### config.mk
export PLATFORM = sky130hd
export DESIGN_NAME = pwm_duty_ctrl
export DESIGN_NICKNAME = d
export VERILOG_FILES = /design/src/rtl/pwm_duty_ctrl.sv
export SDC_FILE = /design/constraint.sdc
export NUM_CORES = 1
export LEC_CHECK = 0
export BUFFER_PORTS_ARGS = -buffer_cell sky130_fd_sc_hd__buf_2
export CAP_MARGIN = 20
export CORE_AREA = 2 2 106 57
export CTS_BUF_LIST = sky130_fd_sc_hd__clkbuf_4 sky130_fd_sc_hd__clkbuf_8 sky130_fd_sc_hd__clkbuf_16
export DETAILED_ROUTE_END_ITERATION = 6
export DIE_AREA = 0 0 108 59
export GPL_TIMING_DRIVEN = 0
export PLACE_DENSITY = 0.8
export SLEW_MARGIN = 20
export SYNTH_ARGS = -nofsm -noshare
export SYNTH_HDL_FRONTEND = slang
export SYNTH_SLANG_ARGS = --single-unit
export TNS_END_PERCENT = 100
### constraint.sdc
create_clock -name clk -period 4.36 [get_ports clk]
set_input_delay 0.654 -clock clk [delete_from_list [all_inputs] [get_ports clk]]
set_output_delay 0.654 -clock clk [all_outputs]
set_load 0.01 [all_outputs]
### src/rtl/pwm_duty_ctrl.sv
// rtl/pwm_duty_ctrl.sv - round-robin duty command scheduler for pwm_generator
// Duty changes only on period_tick, as an immediate step or a saturating ramp.
module pwm_duty_ctrl #(
    parameter int NREQ = 4,
    parameter int DW   = 8,
    parameter int IW   = 2
) (
    input  logic               clk,
    input  logic               rst,
    input  logic               period_tick,
    input  logic [NREQ-1:0]    req_valid,
    input  logic [NREQ*DW-1:0] req_duty,
    input  logic [NREQ-1:0]    req_ramp,
    input  logic [DW-1:0]      step,
    output logic [NREQ-1:0]    req_ready,
    output logic [DW-1:0]      duty_out,
    output logic               busy,
    output logic               done,
    output logic [IW-1:0]      owner
);

    typedef enum logic [1:0] {IDLE, APPLY, DONE} state_t;

    state_t         state_q, state_d;
    logic [DW-1:0]  duty_q, duty_d;
    logic [DW-1:0]  target_q, target_d;
    logic           mode_q, mode_d;
    logic [IW-1:0]  owner_q, owner_d;
    logic [IW-1:0]  rr_last_q, rr_last_d;

    logic           gnt_found;
    logic [IW-1:0]  gnt_idx;
    logic [IW-1:0]  cand_idx;
    logic [DW-1:0]  gnt_duty;
    logic           gnt_ramp;
    logic [DW-1:0]  step_eff;
    logic [DW:0]    up_sum;
    logic [DW:0]    dn_diff;
    logic [DW-1:0]  ramp_nxt;

    // Search starts just after the last winner so every requester gets a turn.
    always_comb begin
        gnt_found = 1'b0;
        gnt_idx   = '0;
        cand_idx  = '0;
        for (int k = 1; k <= NREQ; k++) begin
            cand_idx = IW'((int'(rr_last_q) + k) % NREQ);
            if (!gnt_found && req_valid[cand_idx]) begin
                gnt_found = 1'b1;
                gnt_idx   = cand_idx;
            end
        end
    end

    always_comb begin
        gnt_duty = '0;
        gnt_ramp = 1'b0;
        for (int i = 0; i < NREQ; i++) begin
            if (gnt_idx == IW'(i)) begin
                gnt_duty = req_duty[i*DW +: DW];
                gnt_ramp = req_ramp[i];
            end
        end
    end

    // One extra bit catches carry/borrow so the ramp clamps at target, never wraps.
    always_comb begin
        step_eff = (step == '0) ? DW'(1) : step;
        up_sum   = {1'b0, duty_q} + {1'b0, step_eff};
        dn_diff  = {1'b0, duty_q} - {1'b0, step_eff};
        ramp_nxt = target_q;
        if (duty_q < target_q) begin
            if (!(up_sum[DW] || (up_sum[DW-1:0] >= target_q))) begin
                ramp_nxt = up_sum[DW-1:0];
            end
        end else if (duty_q > target_q) begin
            if (!(dn_diff[DW] || (dn_diff[DW-1:0] <= target_q))) begin
                ramp_nxt = dn_diff[DW-1:0];
            end
        end
    end

    always_comb begin
        state_d   = state_q;
        duty_d    = duty_q;
        target_d  = target_q;
        mode_d    = mode_q;
        owner_d   = owner_q;
        rr_last_d = rr_last_q;
        req_ready = '0;
        busy      = 1'b0;
        done      = 1'b0;
        case (state_q)
            IDLE: begin
                if (gnt_found) begin
                    req_ready = NREQ'(1) << gnt_idx;
                    target_d  = gnt_duty;
                    mode_d    = gnt_ramp;
                    owner_d   = gnt_idx;
                    rr_last_d = gnt_idx;
                    state_d   = APPLY;
                end
            end
            APPLY: begin
                busy = 1'b1;
                if (period_tick) begin
                    if (!mode_q) begin
                        duty_d  = target_q;
                        state_d = DONE;
                    end else begin
                        duty_d = ramp_nxt;
                        if (ramp_nxt == target_q) begin
                            state_d = DONE;
                        end
                    end
                end
            end
            DONE: begin
                done    = 1'b1;
                state_d = IDLE;
            end
            default: state_d = IDLE;
        endcase
    end

    always_ff @(posedge clk or posedge rst) begin
        if (rst) begin
            state_q   <= IDLE;
            duty_q    <= '0;
            target_q  <= '0;
            mode_q    <= 1'b0;
            owner_q   <= '0;
            rr_last_q <= IW'(NREQ - 1);
        end else begin
            state_q   <= state_d;
            duty_q    <= duty_d;
            target_q  <= target_d;
            mode_q    <= mode_d;
            owner_q   <= owner_d;
            rr_last_q <= rr_last_d;
        end
    end

    assign duty_out = duty_q;
    assign owner    = owner_q;

endmodule

# Word level (Yosys, flattened, before mapping)
# Index checks and enable logic that the tools add are counted.
[word_totals]
latchBits = 0
out_inout_bits = 16
mem_count = 0
ramBits = 0
mem_bits_ro = 0
inputBits = 51
ff_bits = 23
elab_cells = 83
[classes]
magnitude_cmp = 8
div_mod_pow = 0
n_reduce_logical = 14
shifts = 1
n_eq_ne = 9
addsub = 6
mux = 39
bitwise = 0
multipliers = 0
[op_table]
columns = ["cell", "n"]
rows = [
  ["2-to-1 mux 8 bit", 10],
  ["2-to-1 mux 2 bit", 8],
  ["2-to-1 mux 1 bit", 14],
  ["less-than comparator 2 x 3 -> 1 bit (second input constant)", 4],
  ["adder 8 x 8 -> 9 bit", 1],
  ["subtractor 8 x 8 -> 9 bit", 1],
  ["binary-select mux 1 bit (select 2 bit)", 4],
  ["== test 8 bit", 1],
  [">= comparator 8 bit", 1],
  ["> comparator 8 bit", 1],
  ["<= comparator 8 bit", 1],
  ["logical NOT 8 bit", 1],
  ["less-than comparator 8 bit", 1],
  ["2-to-1 mux 4 bit", 2],
  ["== test 2 bit (second input constant)", 3],
  ["adder 2 x 1 -> 2 bit (second input constant)", 2],
  ["adder 2 bit (second input constant)", 2],
  ["== test 2 x 1 -> 1 bit (second input constant)", 2],
  ["logical NOT 2 bit", 2],
  ["inequality test 2 bit (second input constant)", 2],
  ["one-hot mux 2 bit (2 select lines)", 1],
  ["AND reduction 2 bit", 2],
  ["left shift 1 x 2 -> 4 bit (first input constant)", 1],
  ["logical AND 1 bit", 3],
  ["4 further kinds", 7],
]

# Longest topological paths before layout
# Gate-level depths: netlist (run 1).
[logic_depth]
word_depth = 18
depth_mapped = 20
depth_no_buf = 19

# Worst setup path after synthesis (run 1)
# Ideal clock, no wire load.
[synth_timing]
kind = "input -> register"
from = "in step[2]"
to = "reg state_q[1]"
path_slack_ns = 0.085
stages = 19
setup_time_ns = 0.119
t_arrival_ns = 4.156
required_ns = 4.241
path_buffers = 1
path_cell_list = "nor4_1 > a41o_1 > ha_1 > inv_1 > fa_1 > a211oi_2 > o21bai_1 > a21oi_1 > xnor2_1 > ha_1 > a21oi_1 > a21boi_0 > o31ai_1 > or2_1 > buf_6 > o22ai_1 > o311a_1 > o2111a_1 > o21ba_1"
[synth_between]
elab_chain_len = 11
word_cells_on_any_way = 15
cone_classes = "add/sub (2); order compare (2); eq/ne (2); mux (5); reduce/logical (4)"
[synth_rtl]
columns = ["element", "line_no", "rtl"]
rows = [
  ["start, declared", "14", "input logic [DW-1:0] step,"],
  ["logical NOT 8 bit", "68", "step_eff = (step == '0) ? DW'(1) : step;"],
  ["2-to-1 mux 8 bit (*)", "68", ""],
  ["subtractor 8 x 8 -> 9 bit", "70", "dn_diff = {1'b0, duty_q} - {1'b0, step_eff};"],
  ["<= comparator 8 bit", "77", "if (!(dn_diff[DW] || (dn_diff[DW-1:0] <= target_q))) begin"],
  ["logical OR 1 bit", "77", ""],
  ["2-to-1 mux 8 bit", "77", ""],
  ["2-to-1 mux 8 bit", "76", "end else if (duty_q > target_q) begin"],
  ["2-to-1 mux 8 bit (*)", "72", "if (duty_q < target_q) begin"],
  ["== test 8 bit (*)", "112", "if (ramp_nxt == target_q) begin"],
  ["inequality test 3 bit (no source line) (*)", "-", ""],
  ["AND reduction 3 bit (no source line) (*)", "-", ""],
  ["end signal, assigned", "135", "state_q <= state_d;"],
  ["end, declared", "24", "state_t state_q, state_d;"],
]
# Mark *: on every way between the ends. The rest lies on a longest branch, timed or not.
# A chain may end at the register's enable or synchronous reset.

# Worst setup path after layout (run 1)
[layout_timing]
from = "in step[1]"
to = "reg state_q[1]"
# The elaborated chain is that of the path after synthesis.

==> results.json, run 1 <==
{
  "antenna_found_initial": 0,
  "hp-class": "reg -> reg",
  "drive_gt1_share_pct": 31.21,
  "cap_violations": 0,
  "htree_levels": 1,
  "yosys_warnings": 0,
  "setup_viol_count_final": 0,
  "fin_util_pct": 68.42,
  "synthAdderAreaFrac_pct": 19.43,
  "io_buffers": 66,
  "design.core.area_um2": 5349,
  "gp_congestion": 0.9129,
  "ff2ff_setup_slack_ns": 0.39,
  "clkTransAtPathRegs_ns": 0.07,
  "crit_required_ns": 4.52,
  "critPathArrivalTime_ns": 4.45,
  "dp_hpwl_mm": 5.945,
  "ys.flop_type": "dfrtp_1",
  "synth.ff_latch_count": 23,
  "muxShareOfSynthArea_pct": 6.922,
  "drv_slew": 0,
  "synth.cell_area_um2": 2910,
  "cts_sinks": 23,
  "clockRootBuffer": "clkbuf_8",
  "fin_crit_ns": 4.294,
  "relSlewSlack_pct": 44.18,
  "area_delta_synth_final_pct": 25.75,
  "viasPerCell": 5.695,
  "fin_crit_sh_pct": 98.50,
  "drtIter0Drc": 188,
  "die_h_um": 59,
  "fp.dieW_um": 108,
  "cp_max_fo": 5,
  "cts_buffers": 3,
  "synthSimpleGateAreaFrac_pct": 16.81,
  "grt_use_total_pct": 23.91,
  "rr_worst_depth": 15,
  "synth-xor-area-share_pct": 5.245,
  "wl_per_cell_um": 15.10,
  "critPathKind": "in -> reg",
  "syn_nets": 450,
  "yosysSeqAreaShare_pct": 19.86,
  "setup-tns-final_ns": 0,
  "tightest_slew_ns": 0.8364,
  "grt_pass1_vias": 2712,
  "powerDensity_nw_per_um2": 948.1,
  "synth-edff-count": 0,
  "ir_worst_vdd_mv": 0.4018,
  "r2r_start": "duty_out[2]$_DFFE_PP0P_",
  "ys_async_sr_fraction_pct": 100.0,
  "drt-total-wl_mm": 7.730,
  "antenna_left": 0,
  "synth_compound_area_share_pct": 25.41,
  "die_area_um2": 6372,
  "end_kind": "flip-flop",
  "p_total_mw": 3.470,
  "drt_first_pass_iters": 5,
  "finalWorstSetupSlack_ns": 0.06561,
  "leakage_nw": 1.736,
  "final_nets": 535,
  "crit_end": "state_q[1]$_DFFE_PP0P_",
  "start_util_pct": 54.41,
  "grt_start_max_net_pins": 24,
  "avgSynthCellArea_um2": 8.198,
  "n_fill_cell": 443,
  "synthCells": 355,
  "via_count": 2916,
  "cts_hold_buf": 0,
  "num_rows": 19,
  "drcViolationCount": 0,
  "status": "finished, final reports clean",
  "grt_overflow": 0,
  "finClkSkew_ns": 0.001431,
  "startpoint": "step[1]",
  "synthDistinctLibCells": 63,
  "hold_viol_final": 0,
  "dp_worst_setup_slack_ns": -0.5311,
  "io_pins": 67,
  "clk_latency_ns": 0.26,
  "reg2reg_to": "state_q[0]$_DFFE_PP0P_",
  "synth_top_family_by_area": "compound AO/OA/AOI/OAI gates",
  "rsz0062_at_grt": "true",
  "grt_pass1_wl_mm": 12.16,
  "cts_tree": "yes",
  "fmax_mhz": 232.9,
  "n_antenna_cell": 0,
  "clk_path_buf_depth": 2,
  "startpoint_type": "primary input"
}
[report_power, final]
group / total (mW) / switching [mW] / leakage [nW] / internal [mW]
clock network: 0.134 / 0.0630 / 0.0262 / 0.0714
logic: 2.86 / 1.59 / 1.43 / 1.28
registers: 0.471 / 0.144 / 0.277 / 0.327
total: 3.47 / 1.79 / 1.74 / 1.68
[cell type report]
| type | instances | area (um^2) | share of cell area [%] |
|---|---|---|---|
| clock buffer | 4 | 48.80 | 1.333 |
| buffer | 16 | 73.82 | 2.017 |
| timing repair buffer | 80 | 451.7 | 12.34 |
| sequential | 23 | 578.1 | 15.79 |
| tap | 73 | 91.34 | 2.496 |
| inverter | 26 | 100.1 | 2.735 |
| multi-input combinational | 290 | 2316 | 63.28 |
[cells by family (layout without fill, tap and decap cells)]
logic type,after synthesis,count (layout)
compound gates,110,110
fa+ha+maj,44,44
mux,19,19
flops,23,23
buf+inv,43,126
simple gates,101,102
xor+xnor,15,15
[layout by cell type, fill, tap and decap left out, types with 9 or more instances in the layout]
cell	count
inv_1	22
nand2_1	42
ha_1	40
o21ai_0	33
nor2b_1	9
clkbuf_1	11
nor2_1	19
mux2_2	9
buf_2	66
a21oi_1	18
mux2i_1	10
dfrtp_1	21
buf_4	17
[Yosys cell counts, drive strengths merged (6+ instances only)]
master / n / area [um^2]
mux2: 9 / 101.4
clkbuf: 11 / 41.29
o22ai: 8 / 50.05
nand2b: 6 / 37.54
xnor2: 9 / 86.34
o21ai: 41 / 209.0
nor2b: 10 / 65.06
buf: 6 / 43.79
nor3: 7 / 35.03
ha: 42 / 525.5
o211ai: 7 / 52.55
a21oi: 22 / 113.9
inv: 25 / 93.84
mux2i: 10 / 100.1
nand2: 43 / 161.4
dfrtp: 21 / 525.5
nor2: 20 / 75.07
[critical path: stages]
cell	delay, ns
buf_2	0.13
inv_2	0.07
a41o_1	0.26
buf_4	0.14
ha_1	0.20
fa_2	0.37
nor2b_2	0.18
o211a_1	0.25
o311ai_4	0.34
inv_2	0.09
ha_1	0.22
a2111oi_4	0.38
buf_4	0.19
nand4b_4	0.16
inv_4	0.11
nor2_1	0.05
o311a_1	0.33
o2111a_1	0.15
o21ba_1	0.17
[sequential cells by signal, indices dropped and copies added, names as in the netlist]
name and flops:
owner 2, mode_q 1, state_q 2, target_q 8, duty_out 8, rr_last_q 2
[routing by layer]
metal	global-route usage [%]	up-vias	wire, um
li1	-	1454	-
met1	34.29	1355	3794
met2	40.25	96	3440
met3	1.868	11	391
met4	5.128	0	104
met5	0	-	0
[worst min path at each step]
| stage | slack [ns] | to | from | depth (start not counted) |
|---|---|---|---|---|
| 3_3_place_gp | 0.46 | owner[1]$_DFFE_PP0P_ | owner[1]$_DFFE_PP0P_ | 2 |
| 2_1_floorplan | 0.47 | rr_last_q[0]$_DFFE_PP1P_ | rr_last_q[0]$_DFFE_PP1P_ | 2 |
| 3_5_place_dp | 0.46 | owner[1]$_DFFE_PP0P_ | owner[1]$_DFFE_PP0P_ | 2 |
| 6_report | 0.48 | owner[1]$_DFFE_PP0P_ | owner[1]$_DFFE_PP0P_ | 2 |
| 5_1_grt | 0.54 | owner[1]$_DFFE_PP0P_ | owner[1]$_DFFE_PP0P_ | 2 |
| 4_1_cts | 0.48 | owner[1]$_DFFE_PP0P_ | owner[1]$_DFFE_PP0P_ | 2 |
[through the flow]
step | hold slack, ns | instances | cell area, um^2
detailed placement | 0.4629 | 494 | 3332
floorplan | 0.4689 | 355 | 2910
CTS | 0.4828 | 505 | 3512
global placement | 0.4551 | 494 | 3332
global route | 0.5365 | 512 | 3660
finish | 0.4776 | 512 | 3660
[repair_timing]
item	in CTS	in global routing
setup buffers	8	6
gates cloned	0	1
pin swaps	16	21
gates resized for setup	17	24
setup endpoints to repair	10	10
Power figures use the tool's default switching activity.
==> inputs of run 2 (changes only) <==
- BUFFER_PORTS_ARGS: -buffer_cell sky130_fd_sc_hd__buf_2 -> -buffer_cell sky130_fd_sc_hd__buf_4
- CORE_AREA: 2 2 106 57 -> 2 2 117 62
- DIE_AREA: 0 0 108 59 -> 0 0 119 64
- PLACE_DENSITY: 0.8 -> 0.68
==> results.json, run 2 (synthesis gave the netlist of run 1 again) <==
{
  "busiest_layer": "met2",
  "p_int_mw": 1.733,
  "clock_power_share_pct": 5.8,
  "clk_latency_ns": 0.26,
  "hold_viol_final": 0,
  "drcViolationCount": 0,
  "comb_power_share_pct": 80.6,
  "critPathKind": "in -> reg",
  "wl_per_cell_um": 16.22,
  "whs_ns": 0.4867,
  "io_buffers": 66,
  "setup_viol_count_final": 0,
  "die_h_um": 64,
  "cap_violations": 0,
  "power_frac_seq_pct": 13.6,
  "powerDensity_nw_per_um2": 915.0,
  "grt_pass1_wl_mm": 13.66,
  "leakage_nw": 1.786,
  "end_kind": "flip-flop",
  "p_total_mw": 3.512,
  "hp-class": "reg -> reg",
  "cts_buffers": 3,
  "fin_crit_sh_pct": 97.88,
  "power_switching_mw": 1.779,
  "htree_levels": 1,
  "ir_worst_vdd_mv": 0.2816,
  "ff2ff_setup_slack_ns": 0.40,
  "grt_use_total_pct": 22.39,
  "crit_required_ns": 4.47,
  "clockRootBuffer": "clkbuf_16",
  "finClkSkew_ns": 0.003908,
  "final_cell_mix": "buf_4 (80), nand2_1 (43), ha_1 (40), o21ai_0 (33), inv_1 (24)",
  "area_delta_synth_final_pct": 31.90,
  "startpoint_type": "primary input",
  "start_util_pct": 44.48,
  "status": "finished, final reports clean",
  "grtUsageMet2_pct": 38.65,
  "n_antenna_cell": 0,
  "fp.dieW_um": 119,
  "n_fill_cell": 597,
  "drv_slew": 0,
  "met1_usage_pct": 29.35,
  "grt_start_max_net_pins": 24,
  "fin_crit_ns": 4.268,
  "via_count": 2931,
  "rsz0062_at_grt": "true",
  "drt_first_pass_iters": 4,
  "drtIter0Drc": 232,
  "cp_max_fo": 4,
  "swShare_pct": 50.65,
  "grt_overflow": 0,
  "antenna_left": 0,
  "die_area_um2": 7616,
  "design.core.area_um2": 6543,
  "clk_path_buf_depth": 2,
  "gp_congestion": 0.8996,
  "mostFrequentLayoutCell": "buf_4",
  "clkTransAtPathRegs_ns": 0.06,
  "final_nets": 534,
  "setup-tns-final_ns": 0,
  "drive_gt1_share_pct": 29.91,
  "tightest_slew_ns": 0.8736,
  "num_rows": 21,
  "viasPerCell": 5.530,
  "dp_hpwl_mm": 6.790,
  "relSlewSlack_pct": 41.70,
  "cts_tree": "yes",
  "fmax_mhz": 234.3,
  "antenna_found_initial": 0,
  "critPathArrivalTime_ns": 4.38,
  "cts_sinks": 23,
  "met3_usage_pct": 2.857,
  "drt-total-wl_mm": 8.599,
  "io_pins": 67,
  "grt_pass1_vias": 2906
}
[run 2: changes by cell type in the layout (fill, tap and decap cells not counted), moves of 2 or more]
cell / delta
buf_2: -64
inv_1: +2
clkbuf_8: -3
clkbuf_16: +3
buf_4: +63
inv_2: -2
[run 2: layout make-up]
| cell class | count | area, um^2 | share of cell area (%) |
|---|---|---|---|
| clock buffer | 4 | 82.58 | 2.151 |
| inverter | 26 | 98.84 | 2.575 |
| sequential | 23 | 578.1 | 15.06 |
| tap | 92 | 115.1 | 2.999 |
| timing repair buffer | 79 | 604.3 | 15.74 |
| multi-input combinational | 290 | 2286 | 59.55 |
| buffer | 16 | 73.82 | 1.923 |
[run 2: critical path, stage by stage]
cell,delay [ns]
buf_8,0.10
nor4_4,0.24
a41o_1,0.24
ha_2,0.19
inv_2,0.04
fa_2,0.35
a211oi_2,0.23
o21bai_1,0.15
a21oi_2,0.21
xnor2_2,0.16
ha_4,0.24
nand4_1,0.14
o22ai_2,0.11
a21oi_2,0.17
o31ai_4,0.11
or2_4,0.27
o22a_1,0.23
a211oi_2,0.19
o2111a_1,0.24
o211ai_1,0.09
[run 2: through the flow]
step                cell area, um^2  util [%]  instances  setup slack (ns)
floorplan                      2910         -        355           0.08507
global route                   3839     58.67        530          -0.09694
CTS                            3711     56.72        523           0.01588
detailed placement             3521     53.82        513           -0.5045
global placement               3521     53.82        513           -0.5078
finish                         3839     58.67        530           0.09248
[run 2: worst paths after layout]
check / startpoint / endpoint / cells past startpoint
worst max-delay path: step[7] / state_q[0]$_DFFE_PP0P_ / 20
worst min-delay path: owner[1]$_DFFE_PP0P_ / owner[1]$_DFFE_PP0P_ / 2
worst max register to register: duty_out[2]$_DFFE_PP0P_ / state_q[1]$_DFFE_PP0P_ / 16
worst min register to register: owner[1]$_DFFE_PP0P_ / owner[1]$_DFFE_PP0P_ / 2
max in group asynchronous: rst / duty_out[7]$_DFFE_PP0P_ / 2
min in group asynchronous: rst / state_q[0]$_DFFE_PP0P_ / 2
[run 2: repair_timing]
| item | CTS | global route |
|---|---|---|
| pin swaps | 18 | 12 |
| endpoints found under the setup margin | 10 | 10 |
| setup buffers | 6 | 7 |
| gates cloned | 0 | 1 |
| hold buffers | 0 | 0 |
| gates resized for setup | 14 | 16 |
[run 2: power by group through the flow]
stage	sequential [mW]	combinational (mW)	clock, mW
after floorplan	0.443	1.78	0
after global placement	0.466	2.31	0
after detailed placement	0.476	2.39	0
after CTS	0.473	2.55	0.208
after global routing	0.496	3.11	0.219
final	0.476	2.83	0.205
[run 2: routing by layer]
metal  share of wire, %  vias to the layer above
li1                   -                     1448
met1                 46                     1348
met2                 46                      115
met5                  0                        -
met3                5.9                       20
met4                1.9                        0
